==> config.mk <==
export PLATFORM = sky130hd
export DESIGN_NAME = simon_autoplayer
export DESIGN_NICKNAME = d
export VERILOG_FILES = /design/src/rtl/simon_autoplayer.sv
export SDC_FILE = /design/constraint.sdc
export NUM_CORES = 1
export LEC_CHECK = 0
export ABC_AREA = 1
export CORE_ASPECT_RATIO = 0.5
export CORE_MARGIN = 8
export CORE_UTILIZATION = 25
export CTS_BUF_LIST = sky130_fd_sc_hd__clkbuf_16
export DETAILED_ROUTE_END_ITERATION = 10
export PLACE_DENSITY = 0.46
export SLEW_MARGIN = 5
export SYNTH_ARGS = -nofsm -noshare
export SYNTH_HDL_FRONTEND = slang
export SYNTH_SLANG_ARGS = --single-unit
==> constraint.sdc <==
create_clock -name pclk -period 3.4 [get_ports pclk]
set_input_delay 0.68 -clock pclk [delete_from_list [all_inputs] [get_ports pclk]]
set_output_delay 0.68 -clock pclk [all_outputs]
set_load 0.05 [all_outputs]
==> src/rtl/simon_autoplayer.sv <==
// Automated Simon player: drives Simon's switches and user clock the way a person
// would, keeps its own copy of the inserted patterns and checks every playback entry.
module simon_autoplayer #(
    parameter int         DEPTH  = 64,
    parameter int         SETTLE = 2,
    parameter logic [7:0] SEED   = 8'hA5
) (
    input  logic       pclk,
    input  logic       rst,
    input  logic       start,
    input  logic       level_sel,
    input  logic       fail_en,
    input  logic [5:0] fail_round,
    input  logic [2:0] mode_leds,
    input  logic [3:0] pattern_leds,
    output logic [3:0] pattern,
    output logic       level,
    output logic       sim_rst,
    output logic       step,
    output logic [6:0] round,
    output logic       busy,
    output logic       won,
    output logic       lost,
    output logic       err,
    output logic [2:0] dbg_state
);

    typedef enum logic [2:0] {
        S_IDLE, S_RESET_SIM, S_CHECK, S_INSERT, S_PLAY, S_REPEAT, S_FINISH
    } state_t;

    typedef enum logic [1:0] {F_RESET, F_INSERT, F_PLAY, F_REPEAT} from_t;

    localparam int AW    = (DEPTH > 1) ? $clog2(DEPTH) : 1;
    localparam int CNT_W = $clog2(2 * SETTLE + 2);
    localparam logic [CNT_W-1:0] STEP_AT = CNT_W'(SETTLE);
    localparam logic [CNT_W-1:0] SEQ_END = CNT_W'(2 * SETTLE + 1);
    localparam logic [6:0]       DEPTH_C = 7'(DEPTH);

    // Handshake with Simon: a step sequence holds pattern/level/sim_rst stable for
    // SETTLE cycles, pulses step for one cycle, then waits SETTLE cycles before sampling.
    state_t           state_q, state_d;
    from_t            from_q, from_d;
    logic [CNT_W-1:0] cnt_q, cnt_d;
    logic [6:0]       idx_q, idx_d, count_q, count_d, round_q, round_d;
    logic [7:0]       lfsr_q, lfsr_d;
    logic [3:0]       pattern_q, pattern_d;
    logic             level_q, level_d, sim_rst_q, sim_rst_d, step_q, step_d;
    logic             busy_q, busy_d, won_q, won_d, lost_q, lost_d, err_q, err_d;
    logic             fail_en_q, fail_en_d;
    logic [5:0]       fail_round_q, fail_round_d;

    logic [3:0] hist_q [DEPTH];
    logic       hist_we;
    logic [3:0] hist_rd, gen_pat;
    logic [7:0] lfsr_nxt;
    logic       last_idx, corrupt_round;

    assign lfsr_nxt      = {lfsr_q[6:0], lfsr_q[7] ^ lfsr_q[5] ^ lfsr_q[4] ^ lfsr_q[3]};
    assign gen_pat       = level_q ? ((lfsr_q[3:0] == 4'd0) ? 4'hF : lfsr_q[3:0])
                                   : (4'b0001 << lfsr_q[1:0]);
    assign hist_rd       = hist_q[idx_q[AW-1:0]];
    assign last_idx      = (idx_q == count_q - 7'd1);
    assign corrupt_round = fail_en_q && (round_q == {1'b0, fail_round_q});

    always_comb begin
        state_d      = state_q;
        from_d       = from_q;
        cnt_d        = cnt_q;
        idx_d        = idx_q;
        count_d      = count_q;
        round_d      = round_q;
        lfsr_d       = lfsr_q;
        pattern_d    = pattern_q;
        level_d      = level_q;
        sim_rst_d    = sim_rst_q;
        step_d       = 1'b0;
        busy_d       = busy_q;
        won_d        = won_q;
        lost_d       = lost_q;
        err_d        = err_q;
        fail_en_d    = fail_en_q;
        fail_round_d = fail_round_q;
        hist_we      = 1'b0;
        case (state_q)
            S_IDLE: begin
                if (start) begin
                    level_d      = level_sel;
                    fail_en_d    = fail_en;
                    fail_round_d = fail_round;
                    won_d        = 1'b0;
                    lost_d       = 1'b0;
                    err_d        = 1'b0;
                    round_d      = 7'd0;
                    count_d      = 7'd0;
                    busy_d       = 1'b1;
                    sim_rst_d    = 1'b1;
                    cnt_d        = '0;
                    state_d      = S_RESET_SIM;
                end
            end
            S_RESET_SIM: begin
                cnt_d  = cnt_q + 1'b1;
                step_d = (cnt_q == STEP_AT);
                if (cnt_q == SEQ_END) begin
                    sim_rst_d = 1'b0;
                    from_d    = F_RESET;
                    state_d   = S_CHECK;
                end
            end
            S_CHECK: begin
                cnt_d   = '0;
                idx_d   = 7'd0;
                err_d   = 1'b1;
                state_d = S_FINISH;
                case (from_q)
                    F_RESET: if (mode_leds == 3'b001) begin
                        err_d = 1'b0; state_d = S_INSERT;
                    end
                    F_INSERT: if (mode_leds == 3'b010) begin
                        err_d = 1'b0; state_d = S_PLAY;
                    end
                    F_PLAY: if (mode_leds == 3'b100) begin
                        err_d = 1'b0; state_d = S_REPEAT;
                    end
                    default: begin
                        if (corrupt_round) begin
                            if (mode_leds == 3'b111) begin
                                err_d  = 1'b0;
                                lost_d = 1'b1;
                            end
                        end else if (mode_leds == 3'b001) begin
                            err_d   = 1'b0;
                            round_d = round_q + 7'd1;
                            if (round_q + 7'd1 == DEPTH_C) won_d = 1'b1;
                            else state_d = S_INSERT;
                        end
                    end
                endcase
            end
            S_INSERT: begin
                cnt_d  = cnt_q + 1'b1;
                step_d = (cnt_q == STEP_AT);
                if (cnt_q == '0) begin
                    pattern_d = gen_pat;
                    hist_we   = 1'b1;
                    count_d   = count_q + 7'd1;
                    lfsr_d    = lfsr_nxt;
                end
                if (cnt_q == SEQ_END) begin
                    from_d  = F_INSERT;
                    state_d = S_CHECK;
                end
            end
            S_PLAY: begin
                cnt_d  = cnt_q + 1'b1;
                step_d = (cnt_q == STEP_AT);
                if (cnt_q == '0 && pattern_leds != hist_rd) begin
                    err_d   = 1'b1;
                    state_d = S_FINISH;
                end else if (cnt_q == SEQ_END) begin
                    idx_d = idx_q + 7'd1;
                    cnt_d = '0;
                    if (last_idx) begin
                        from_d  = F_PLAY;
                        state_d = S_CHECK;
                    end
                end
            end
            S_REPEAT: begin
                cnt_d  = cnt_q + 1'b1;
                step_d = (cnt_q == STEP_AT);
                if (cnt_q == '0) begin
                    if (idx_q != 7'd0 && mode_leds != 3'b100) begin
                        err_d   = 1'b1;
                        state_d = S_FINISH;
                    end else begin
                        pattern_d = (corrupt_round && last_idx) ? ~hist_rd : hist_rd;
                    end
                end else if (cnt_q == SEQ_END) begin
                    idx_d = idx_q + 7'd1;
                    cnt_d = '0;
                    if (last_idx) begin
                        from_d  = F_REPEAT;
                        state_d = S_CHECK;
                    end
                end
            end
            default: begin
                busy_d  = 1'b0;
                state_d = S_IDLE;
            end
        endcase
    end

    always_ff @(posedge pclk or posedge rst) begin
        if (rst) begin
            state_q      <= S_IDLE;
            from_q       <= F_RESET;
            cnt_q        <= '0;
            idx_q        <= 7'd0;
            count_q      <= 7'd0;
            round_q      <= 7'd0;
            lfsr_q       <= SEED;
            pattern_q    <= 4'd0;
            level_q      <= 1'b0;
            sim_rst_q    <= 1'b0;
            step_q       <= 1'b0;
            busy_q       <= 1'b0;
            won_q        <= 1'b0;
            lost_q       <= 1'b0;
            err_q        <= 1'b0;
            fail_en_q    <= 1'b0;
            fail_round_q <= 6'd0;
        end else begin
            state_q      <= state_d;
            from_q       <= from_d;
            cnt_q        <= cnt_d;
            idx_q        <= idx_d;
            count_q      <= count_d;
            round_q      <= round_d;
            lfsr_q       <= lfsr_d;
            pattern_q    <= pattern_d;
            level_q      <= level_d;
            sim_rst_q    <= sim_rst_d;
            step_q       <= step_d;
            busy_q       <= busy_d;
            won_q        <= won_d;
            lost_q       <= lost_d;
            err_q        <= err_d;
            fail_en_q    <= fail_en_d;
            fail_round_q <= fail_round_d;
        end
    end

    always_ff @(posedge pclk) begin
        if (hist_we) hist_q[count_q[AW-1:0]] <= gen_pat;
    end

    assign pattern   = pattern_q;
    assign level     = level_q;
    assign sim_rst   = sim_rst_q;
    assign step      = step_q;
    assign round     = round_q;
    assign busy      = busy_q;
    assign won       = won_q;
    assign lost      = lost_q;
    assign err       = err_q;
    assign dbg_state = state_q;

endmodule

== Word-level counts from Yosys, hierarchy flattened ==
Memory sizes are Yosys's and may differ from the RTL's.
Index checks and enable logic that the tools add are counted.

* Register bits: 55
* Bits in writable memories: 256
* Input port bits: 18
* Output and inout bits: 21
* Word-level logic and storage cells: 180
* Memories: 1

* Add/sub/neg operators: 5
* Equal/unequal tests: 40
* Shift-type cells: 1
* Muxes and demuxes: 76
* Bitwise logic cells: 5
* Reduce and logical (&&, ||, !) cells: 35

{| class="wikitable"
|+ Memory list
! memory !! words !! width !! rd ports !! clocked after memory_dff !! write ports !! line !! source
|-
| hist_q || 64 || 4 || 1 || 0 || 1 || 53 || <nowiki>logic [3:0] hist_q [DEPTH];</nowiki>
|}

{| class="wikitable"
|+ Operators by type and width
! kind !! count
|-
| 7-bit two-way mux || 8
|-
| 3-bit two-way mux || 15
|-
| 2-bit != test (second input constant) || 20
|-
| 3-bit case mux with 5 select lines || 2
|-
| 7-bit case mux with 2 select lines || 2
|-
| 4-bit two-way mux || 6
|-
| 1-bit two-way mux || 23
|-
| 7-bit by 1-bit adder with 7-bit output (second input constant) || 3
|-
| 7-bit case mux with 3 select lines || 1
|-
| 2-bit two-way mux || 10
|-
| 3-bit equality test (second input constant) || 5
|-
| 5-bit AND reduction || 3
|-
| 3-bit by 2-bit equality test with 1-bit output (second input constant) || 4
|-
| 3-bit AND reduction || 4
|-
| 3-bit case mux with 3 select lines || 1
|-
| 9-bit AND reduction || 1
|-
| 1-bit case mux with 2 select lines || 4
|-
| 2-bit case mux with 4 select lines || 1
|-
| 4-bit case mux with 2 select lines || 1
|-
| 2-bit AND reduction || 4
|-
| 2-bit nonzero test || 4
|-
| 4-bit nonzero test || 2
|-
| 7-bit by 6-bit equality test with 1-bit output || 1
|-
| 7-bit equality test || 1
|-
| 28 further kinds || 36
|}

== Logic depth before layout (Yosys ltp) ==
Gate-level depths: netlist (run 1).

* Word-level depth: 7
* Gate-level depth with buffers: 24
* Mapped depth without buffers: 23

== Worst setup path before layout (run 1) ==
OpenSTA, ideal clock, no wires.

* Kind: register to register
* From: reg level_q (netlist: level)
* To: mem hist_q[0][1] (data pin)
* Arrival: 2.839 ns
* Data required time: 2.804 ns
* Slack: -0.035 ns
* Cell stages (with the launch flop): 4
* Path buffers: 1
* Clock period less this slack: 3.435 ns
* Cell sequence: dfrtp_1 -> clkbuf_1 -> a21oi_1 -> a31oi_1

* Word-level cells in the longest chain between the ends: 1

{| class="wikitable"
|+ RTL lines
! what !! line !! source
|-
| from (decl) || 48 || <nowiki>logic level_q, level_d, sim_rst_q, sim_rst_d, step_q, step_d;</nowiki>
|-
| from (signal assigned) || 224 || <nowiki>level_q <= level_d;</nowiki>
|-
| 4-bit two-way mux || 60 || <nowiki>assign gen_pat = level_q ? ((lfsr_q[3:0] == 4'd0) ? 4'hF : lfsr_q[3:0])</nowiki>
|-
| named net gen_pat[1] || 55 || <nowiki>logic [3:0] hist_rd, gen_pat;</nowiki>
|-
| to (decl) || 53 ||
|}

The timed path passes the listed nets, and every way through them passes these cells.

== Final worst setup path (run 1) ==
* From: reg idx_q[1]
* To: reg cnt_q[1]

* Word-level cells in the longest chain between the ends: 5

{| class="wikitable"
|+ RTL lines
! what !! line !! source
|-
| from (decl) || 45 || <nowiki>logic [6:0] idx_q, idx_d, count_q, count_d, round_q, round_d;</nowiki>
|-
| from (signal assigned) || 219 || <nowiki>idx_q <= idx_d;</nowiki>
|-
| memory read 64 x 4 bit || n/a ||
|-
| 4-bit != test || 158 || <nowiki>if (cnt_q == '0 && pattern_leds != hist_rd) begin</nowiki>
|-
| 1-bit logical AND || 158 ||
|-
| 3-bit two-way mux || 158 ||
|-
| 3-bit case mux with 5 select lines || 85 || <nowiki>case (state_q)</nowiki>
|-
| to (signal assigned) || 218 || <nowiki>cnt_q <= cnt_d;</nowiki>
|-
| to (decl) || 44 || <nowiki>logic [CNT_W-1:0] cnt_q, cnt_d;</nowiki>
|}

Every way passes these cells.
A chain may end at the register's enable or synchronous reset.

==> results.py, run 1 <==
metrics = {
    "sta": {
        "clock_skew_ps": 25.8,
        "maxSlewHeadroom": 0.562,
        "hold_viol": 0,
        "setup_viol": 0,
        "fin_crit_sh": 0.840,
        "final_max_slew_viol_count": 0,
        "rsz0062_at_grt": "no",
        "period_minus_slack_ps": 2860,
        "tightestPinTransition_ps": 656,
        "max_freq_ghz": 0.350,
        "holdWs_ps": 482,
    },
    "clocking": {
        "clock-sinks": 311,
        "cts.clk_slew.worst_paths_ps": 60,
        "cts_max_level": 2,
        "cts_tree": "built",
        "root_buffer": "clkbuf_16",
        "cts_buffer_depth": 3,
        "cts-buffers-inserted": 35,
        "cts_resized": 0,
        "ctsHoldBuffers": 0,
        "cts_setup_buffers": 0,
        "clk-insertion-delay-late_ps": 530,
    },
    "setup_path": {
        "worst_ep_required_time_ps": 3790,
        "worstPathArrival_ps": 3250,
        "r2r_slack_ps": 540,
        "worstPathCellList": "inv_2 > buf_12 > buf_4 > nand3_1 > nand2_1 > nand2_1 > nand2_1 > nand2_1 > nand2_1 > inv_1 > nand2_1 > nand2_1 > nand2_1 > nand2_1 > nand2_1 > nand2_1 > inv_1 > nand2_1 > nand3_1 > nand2_1 > nand2_1 > nand3_1",
        "critical_path_class": "register to register",
        "worst_path_largest_cell_delay_ps": 420,
        "cp_max_fo": 24,
        "worst_setup_path_end_kind": "register",
        "crit_slowest_cell": "dfrtp_2",
        "crit_top_cell": "nand2_1",
        "crit_buf_inv": 5,
        "cp_top_family": "simple AND/OR/NAND/NOR gates",
        "cp-start-kind": "register",
    },
    "floorplan": {
        "rows": 62,
        "ioPinCount": 39,
        "coreArea_um2": 57500,
        "dieArea_um2": 66700,
        "start_util": 0.253,
        "dieHeight_um": 187,
        "chipWidth_um": 357,
    },
    "cells_and_area": {
        "fin_util": 0.298,
        "finalNetCount": 1678,
        "area.growth.synth_to_final_pct": 17.6,
        "diodes": 0,
        "drive_above_1_share": 0.0658,
    },
    "logic_synthesis": {
        "synth_area_leaders": "edfxtp_1, nand2_1, dfrtp_1, inv_1, nand3_1",
        "ys_seq_area_frac": 0.623,
        "synth_cell_types": 34,
        "synth_most_common_cell": "nand2_1",
        "synth-seq-cells": 311,
        "synth_cells": 1587,
        "synth_flop_cell": "edfxtp_1",
        "ys_async_sr_fraction": 0.177,
        "yosysWarnings": 0,
        "synth_top_area_frac": 0.528,
        "yosys.area.top_type": "edfxtp_1",
        "synth_edf_count": 256,
        "synth_fp_nets": 1619,
        "synth_area_um2": 14600,
        "avgSynthCellArea_um2": 9.18,
        "synth_common_cells": "nand2_1, edfxtp_1, inv_1",
    },
    "place": {
        "dp_hpwl_um": 27400,
        "io_buffers": 38,
        "gp_congestion": 0.832,
    },
    "routing": {
        "via_per_inst": 4.35,
        "firstDrtPassIters": 5,
        "drt-total-wl_um": 41300,
        "ant_nets": 0,
        "route.detailed.drc": 0,
        "drt_iter0_markers": 840,
        "wl_per_cell_um": 16.9,
        "num_vias": 10600,
    },
    "run": {
        "drv_cap": 0,
    },
    "global_routing": {
        "antenna_found_initial": 0,
        "groute.usage.overall": 0.122,
        "grt_pass1_vias": 10400,
        "grt_overflow_total": 0,
        "grt_first_pass_wirelength_um": 63800,
        "grt_max_degree": 63,
    },
    "pwr": {
        "power.density_nw_per_um2": 722,
        "irDropWorstVdd_v": 0.000363,
        "leakage_nw": 7.12,
    },
    "run_status": {
        "status": "completed",
    },
    "worst_hold_path": {
        "hold_class": "register to register",
    },
}
## cell type report
type | instances | area, um2
Clock inverter | 27 | 144
Inverter | 209 | 787
Timing Repair Buffer | 82 | 798
Multi-Input combinational cell | 1007 | 4480
Tap cell | 768 | 961
Fill cell | 6040 | 40400
Clock buffer | 35 | 876
Sequential cell | 311 | 9070
## power breakdown
part | total, mW | switching (mW) | internal [mW]
clock | 3.45 | 1.50 | 1.94
sequential | 4.81 | 0.206 | 4.60
combinational | 4.10 | 2.92 | 1.18
total | 12.4 | 4.63 | 7.73
## tightest hold or removal path: stages, from the launching register on
cell and delay (ps):
dfrtp_1 340, nand2_1 50, nand2_1 60
## layer usage
layer,wire [um],up-vias,track usage
li1,-,5249,-
met1,20500,5116,0.178
met2,18300,211,0.189
met3,1870,41,0.0167
met4,673,0,0.0285
met5,0,-,0
## cell usage in the layout (no fill, tap or decap), types with 14 or more instances in the layout
| cell type | netlist | layout |
|---|---|---|
| buf_4 | 0 | 37 |
| nor3_1 | 21 | 21 |
| dfrtp_1 | 51 | 49 |
| nand3_1 | 137 | 137 |
| clkbuf_16 | 0 | 35 |
| o21ai_1 | 16 | 16 |
| o21ai_0 | 59 | 59 |
| a21oi_1 | 20 | 20 |
| nor2_1 | 160 | 160 |
| nand2_1 | 524 | 524 |
| clkdlybuf4s50_1 | 0 | 38 |
| ha_1 | 14 | 14 |
| xor2_1 | 15 | 15 |
| inv_1 | 201 | 209 |
| edfxtp_1 | 256 | 256 |
## cells by family (layout without fill, tap and decap cells)
family / Yosys count / after routing / share of synthesized area
AND/OR/NAND/NOR: 858 / 858 / 0.238
flip-flops: 311 / 311 / 0.623
buffers and inverters: 269 / 353 / 0.0726
AO/OA/AOI/OAI: 113 / 113 / 0.0416
XOR/XNOR: 22 / 22 / 0.0132
adder cells (fa/ha/maj): 14 / 14 / 0.0120
## per-stage QoR
stage	TNS [ps]	instances	area [um2]	power, mW	setup slack (ps)
after floorplan	-5950	1587	14600	7.46	-35.2
after global placement	0	2377	16100	9.06	565
after detailed placement	0	2377	16100	9.03	547
after CTS	0	2439	17100	12.5	506
after global routing	0	2439	17100	13.1	254
final	0	2439	17100	12.4	543
## final timing paths
check                                   to  depth (start not counted)      start
max in group asynchronous       pattern[3]                          3        rst
worst min-delay path             fail_en_q                          2  fail_en_q
worst min register to register   fail_en_q                          2  fail_en_q
worst max register to register    cnt_q[1]                         22   idx_q[1]
min in group asynchronous         idx_q[4]                          2        rst
worst max-delay path              cnt_q[1]                         22   idx_q[1]
## state kept, by name (all words and copies together), names as in the netlist, 2 cells and up
name          count
dbg_state         3
lfsr_q            8
hist_q          256
fail_round_q      6
pattern           4
from_q            2
count_q           7
idx_q             7
round             7
cnt_q             3
Power figures use the tool's default switching activity.
==> run 2, diff against run 1 <==
clock period = 2.4 ns   (was 3.4 ns; I/O delays follow)
==> run 2 against run 1 <==
Against the previous run:
- the run now ends with setup timing left
- final area up 6.5%
- sequential power up 40%
- wire length up 5.1%
- largest power group is now combinational logic
==> results.py, run 2 (synthesis gave the netlist of run 1 again) <==
metrics = {
    "cells_and_area": {
        "finalNetCount": 1754,
        "final_cell_mix": "nand2_1, edfxtp_1, inv_1, nor2_1, nand3_1",
        "num-fill-cells": 5937,
        "drive_above_1_share": 0.129,
        "diodes": 0,
        "fin_util": 0.317,
        "final_common_cell": "nand2_1",
        "final_area_um2": 18200,
        "area.growth.synth_to_final_pct": 25.2,
        "largest_reg_flops": 256,
        "stdcell_count": 2513,
    },
    "setup_path": {
        "critical_path_class": "register to register",
        "worstPathArrival_ps": 2860,
        "r2r_cells": 22,
        "cp-start-kind": "register",
        "worst_ep_required_time_ps": 2820,
        "worst_setup_path_end_kind": "register",
        "cp_max_fo": 22,
    },
    "floorplan": {
        "chipWidth_um": 357,
        "dieArea_um2": 66700,
        "rows": 62,
        "ioPinCount": 39,
        "coreArea_um2": 57500,
        "start_util": 0.253,
        "dieHeight_um": 187,
    },
    "clocking": {
        "root_buffer": "clkbuf_16",
        "cts_max_level": 2,
        "cts_buffer_depth": 3,
        "ctsHoldBuffers": 0,
        "clock-sinks": 311,
        "cts.clk_slew.worst_paths_ps": 60,
        "clk-insertion-delay-late_ps": 520,
        "cts_tree": "built",
        "cts-buffers-inserted": 35,
    },
    "routing": {
        "route.detailed.drc": 0,
        "via_per_inst": 4.37,
        "ant_nets": 0,
        "firstDrtPassIters": 8,
        "drt-total-wl_um": 43400,
        "num_vias": 11000,
        "drt_iter0_markers": 855,
        "wl_per_cell_um": 17.3,
    },
    "sta": {
        "maxSlewHeadroom": 0.574,
        "final_max_slew_viol_count": 0,
        "fin_crit_sh": 1.02,
        "period_minus_slack_ps": 2440,
        "clock_skew_ps": 10.0,
        "worst_slack_ps": -37.4,
        "holdWs_ps": 350,
        "tightestPinTransition_ps": 639,
        "rsz0062_at_grt": "yes",
        "setup_viol": 3,
        "fin_tns_setup_ps": -96.7,
        "max_freq_ghz": 0.410,
        "hold_viol": 0,
    },
    "pwr": {
        "power.density_nw_per_um2": 1050,
        "irDropWorstVdd_v": 0.000581,
        "power_mw": 19.1,
        "leakage_nw": 7.71,
    },
    "place": {
        "io_buffers": 38,
        "gp_congestion": 0.820,
        "placed_cells": 2443,
        "dpl_cell_area_um2": 16800,
        "dp_hpwl_um": 29100,
        "place_ws_ps": -133,
    },
    "global_routing": {
        "globalRouteMet3Util": 0.0223,
        "grt_overflow_total": 0,
        "met1_usage": 0.182,
        "grt_first_pass_wirelength_um": 67200,
        "grt_max_degree": 65,
        "groute.usage.overall": 0.129,
        "top_usage_layer": "met2",
        "globalRouteMet2Util": 0.207,
        "grt_pass1_vias": 11000,
        "antenna_found_initial": 1,
    },
    "run_status": {
        "failed_checks": "setup timing",
        "status": "finished with violations",
    },
    "worst_hold_path": {
        "hold_class": "input pin to async pin",
    },
    "run": {
        "drv_cap": 0,
    },
}
[run 2: what timing repair did]
item,in CTS,in global routing
setup endpoints to repair,4,24
pin swaps,4,6
cloned,3,0
buffers inserted,9,1
resized for setup,42,17
[run 2: report_power, final]
part	switching (mW)	total (mW)	internal [mW]
Clock	2.15	5.24	3.09
Combinational	4.58	7.08	2.50
Sequential	0.220	6.74	6.52
[run 2: routing by layer]
layer / up-vias / routed length [um]
met4: 2 / 579
met5: - / 13
li1: 5414 / -
met2: 244 / 19700
met3: 49 / 2210
met1: 5270 / 21000
[run 2: cell type report]
class / instances / area [um2] / area share
clock buffer: 37 / 926 / 0.0508
clock inverter: 23 / 179 / 0.00981
inverter: 209 / 792 / 0.0434
multi-input combinational: 1007 / 4620 / 0.254
sequential: 311 / 9070 / 0.498
tap: 768 / 961 / 0.0527
timing repair buffer: 158 / 1680 / 0.0920
[run 2: worst max-delay path, cell delays in order (launching register included)]
cell and delay [ps]:
dfrtp_4 560, buf_12 170, buf_12 150, nand2_1 70, nand2_1 50, nand2_1 50, nand3_1 160, nand3_2 160
nand2_1 60, nand2_1 50, nand2_1 50, nand2_1 70, nand2_1 70, nand2_1 60, nand2_1 50, nand2_1 80
inv_2 60, nand2_4 90, nand2_2 60, nand2_2 70, nand2_1 50, nand2_1 60, nand2_1 40
[run 2: final timing paths]
check,startpoint,endpoint,slack (ps)
max in group asynchronous,rst,lfsr_q[0],1730
worst max-delay path,idx_q[0],err,-40
worst max register to register,idx_q[0],err,-40
min in group pclk,cnt_q[2],step,480
worst min register to register,cnt_q[2],step,480
worst min-delay path,rst,round[5],350
==> run 3, diff against run 2 <==
ABC_CLOCK_PERIOD_IN_PS = 2400   (was not set)
==> results of run 3 <==
No change in the layout: final DEF, timing and power equal those of run 2.
==> RTL change, RTL diff (settings of run 1) <==
The parameter `SETTLE` goes from 2 to 4.
--- a/src/rtl/simon_autoplayer.sv
+++ b/src/rtl/simon_autoplayer.sv
@@ -2,7 +2,7 @@
 // would, keeps its own copy of the inserted patterns and checks every playback entry.
 module simon_autoplayer #(
     parameter int         DEPTH  = 64,
-    parameter int         SETTLE = 2,
+    parameter int         SETTLE = 4,
     parameter logic [7:0] SEED   = 8'hA5
 ) (
     input  logic       pclk,
Check against the original RTL: not equivalent (a bounded check fails within 10 cycles, from zero or initial values and one cycle with rst high).
==> RTL change against run 1 <==
Area after synthesis increased by 0.80%. Final cell count decreased by 0.53%. Routed wire length decreased by 0.40%. Cell area increased by 0.37%. Total power decreased by 0.54%. Worst setup slack improved by 0.031 ns. Sequential power about the same. Sequential cell count increased by 1. Critical endpoint is now hist_q[12][3].
==> RTL change: results (changes against run 1) <==
worst-path maximum fanout=20 (was 24); Synth area leaders=edfxtp_1 52%, nand2_1 14%, dfrtp_1 8.9%, inv_1 4.4%, nor2_1 4.3% (was edfxtp_1 53%, nand2_1 14%, dfrtp_1 8.8%, inv_1 5.2%, nand3_1 4.7%); Slew @ Worst Pin=0.818 ns (was 0.656 ns); CTS buffer count=35 (unchanged); Worst path max stage delay=0.46 ns (was 0.42 ns); syn nets=1,608 (was 1,619); router iterations before antenna repair=4 (was 5); HP Class=flip-flop to flip-flop (unchanged); largest net degree at the start of global routing=84 (was 63); GRT met3 Usage=0.0172 (was 0.0167); met1 Track Usage GR=0.171 (was 0.178); Placed Area=16,100 um2 (about the same); Max rail drop VDD=0.317 mV (was 0.363 mV); WP data arrival=3.01 ns (was 3.25 ns); Yosys cell types=42 (was 34); 1st-iter DRT viols=717 (was 840); routed len/inst=17.0 um (was 16.9 um); fillers=6,134 (was 6,040); vias in the first global route=10,500 (was 10,400); Leak=7.13 nW (was 7.12 nW); gr usage total=0.121 (was 0.122); WL final=41.2 mm (was 41.3 mm); status=finished clean (unchanged); placed cell count=2,364 (was 2,377); Crit-path slowest cell=nor2_1 (was dfrtp_2); met2 usage=0.193 (was 0.189); pwr dens=715 nW/um2 (was 722 nW/um2); nets@finish=1,664 (was 1,678); post-place setup slack=0.610 ns (was 0.547 ns); HPWL after detailed placement=27.1 mm (was 27.4 mm); Reg area=9100 um2 (was 9070 um2); Post-Syn Area per Cell=9.31 um2 (was 9.18 um2); vias per std cell=4.33 (was 4.35); IO buf count=38 (unchanged); Comb group=0.00378 W (was 0.00410 W); GPL Wtd Cong=0.793 (was 0.832); first-pass GRT wire length=63.8 mm (about the same); sequential area share after synthesis=0.619 (was 0.623); Post-synth ARST share=0.179 (was 0.177); power share of the clock group=0.300 (was 0.279)
==> RTL change: changes by cell type in the layout (fill, tap and decap cells not counted), sizes merged, moves of 3 or more <==
cell,before,now
a21oi,20,25
buf,44,41
clkinvlp,0,5
inv,216,184
nand2,525,552
nand3,137,90
nand4,4,7
nor2,164,175
nor3,21,32
o211ai,4,1
o22ai,2,8
xnor2,7,13
xor2,15,12
==> RTL change: kinds of logic (layout without fill, tap and decap cells) <==
family          count (synthesis)  in the layout  synth area share
simple gates                  863            863             0.237
xor+xnor                       25             25            0.0149
buf+inv                       244            325            0.0741
compound gates                120            120            0.0440
fa+ha+maj                      13             13            0.0111
flops                         312            312             0.619
==> RTL change: final cells by class <==
class | count | share of cell area
Sequential cell | 312 | 0.529
Clock buffer | 37 | 0.0539
Multi-Input combinational cell | 1021 | 0.265
Inverter | 184 | 0.0403
Clock inverter | 25 | 0.0106
Tap cell | 768 | 0.0559
Timing Repair Buffer | 79 | 0.0451
==> RTL change: final timing paths <==
kind                                  to  slack [ns]  startpoint  cells after the start
max                        hist_q[12][3]        0.57    cnt_q[0]                      9
max in group asynchronous      lfsr_q[2]        2.12         rst                      3
max reg2reg                hist_q[12][3]        0.57    cnt_q[0]                      9
min reg2reg                    lfsr_q[5]        0.49   lfsr_q[5]                      2
min in group asynchronous       round[3]        0.51         rst                      2
min                            lfsr_q[5]        0.49   lfsr_q[5]                      2
==> RTL change: worst min-delay path: cells and delay by family, from the launching register on <==
kind	cells	cell delay, ns
flops	1	0.38
simple gates	2	0.11
==> RTL change: per-layer routing <==
metal	wire, um	vias to the layer above	share of wire
met5	0	-	0
met4	943	0	0.023
met3	1600	56	0.039
met2	18600	188	0.45
met1	20000	5048	0.49
li1	-	5220	-
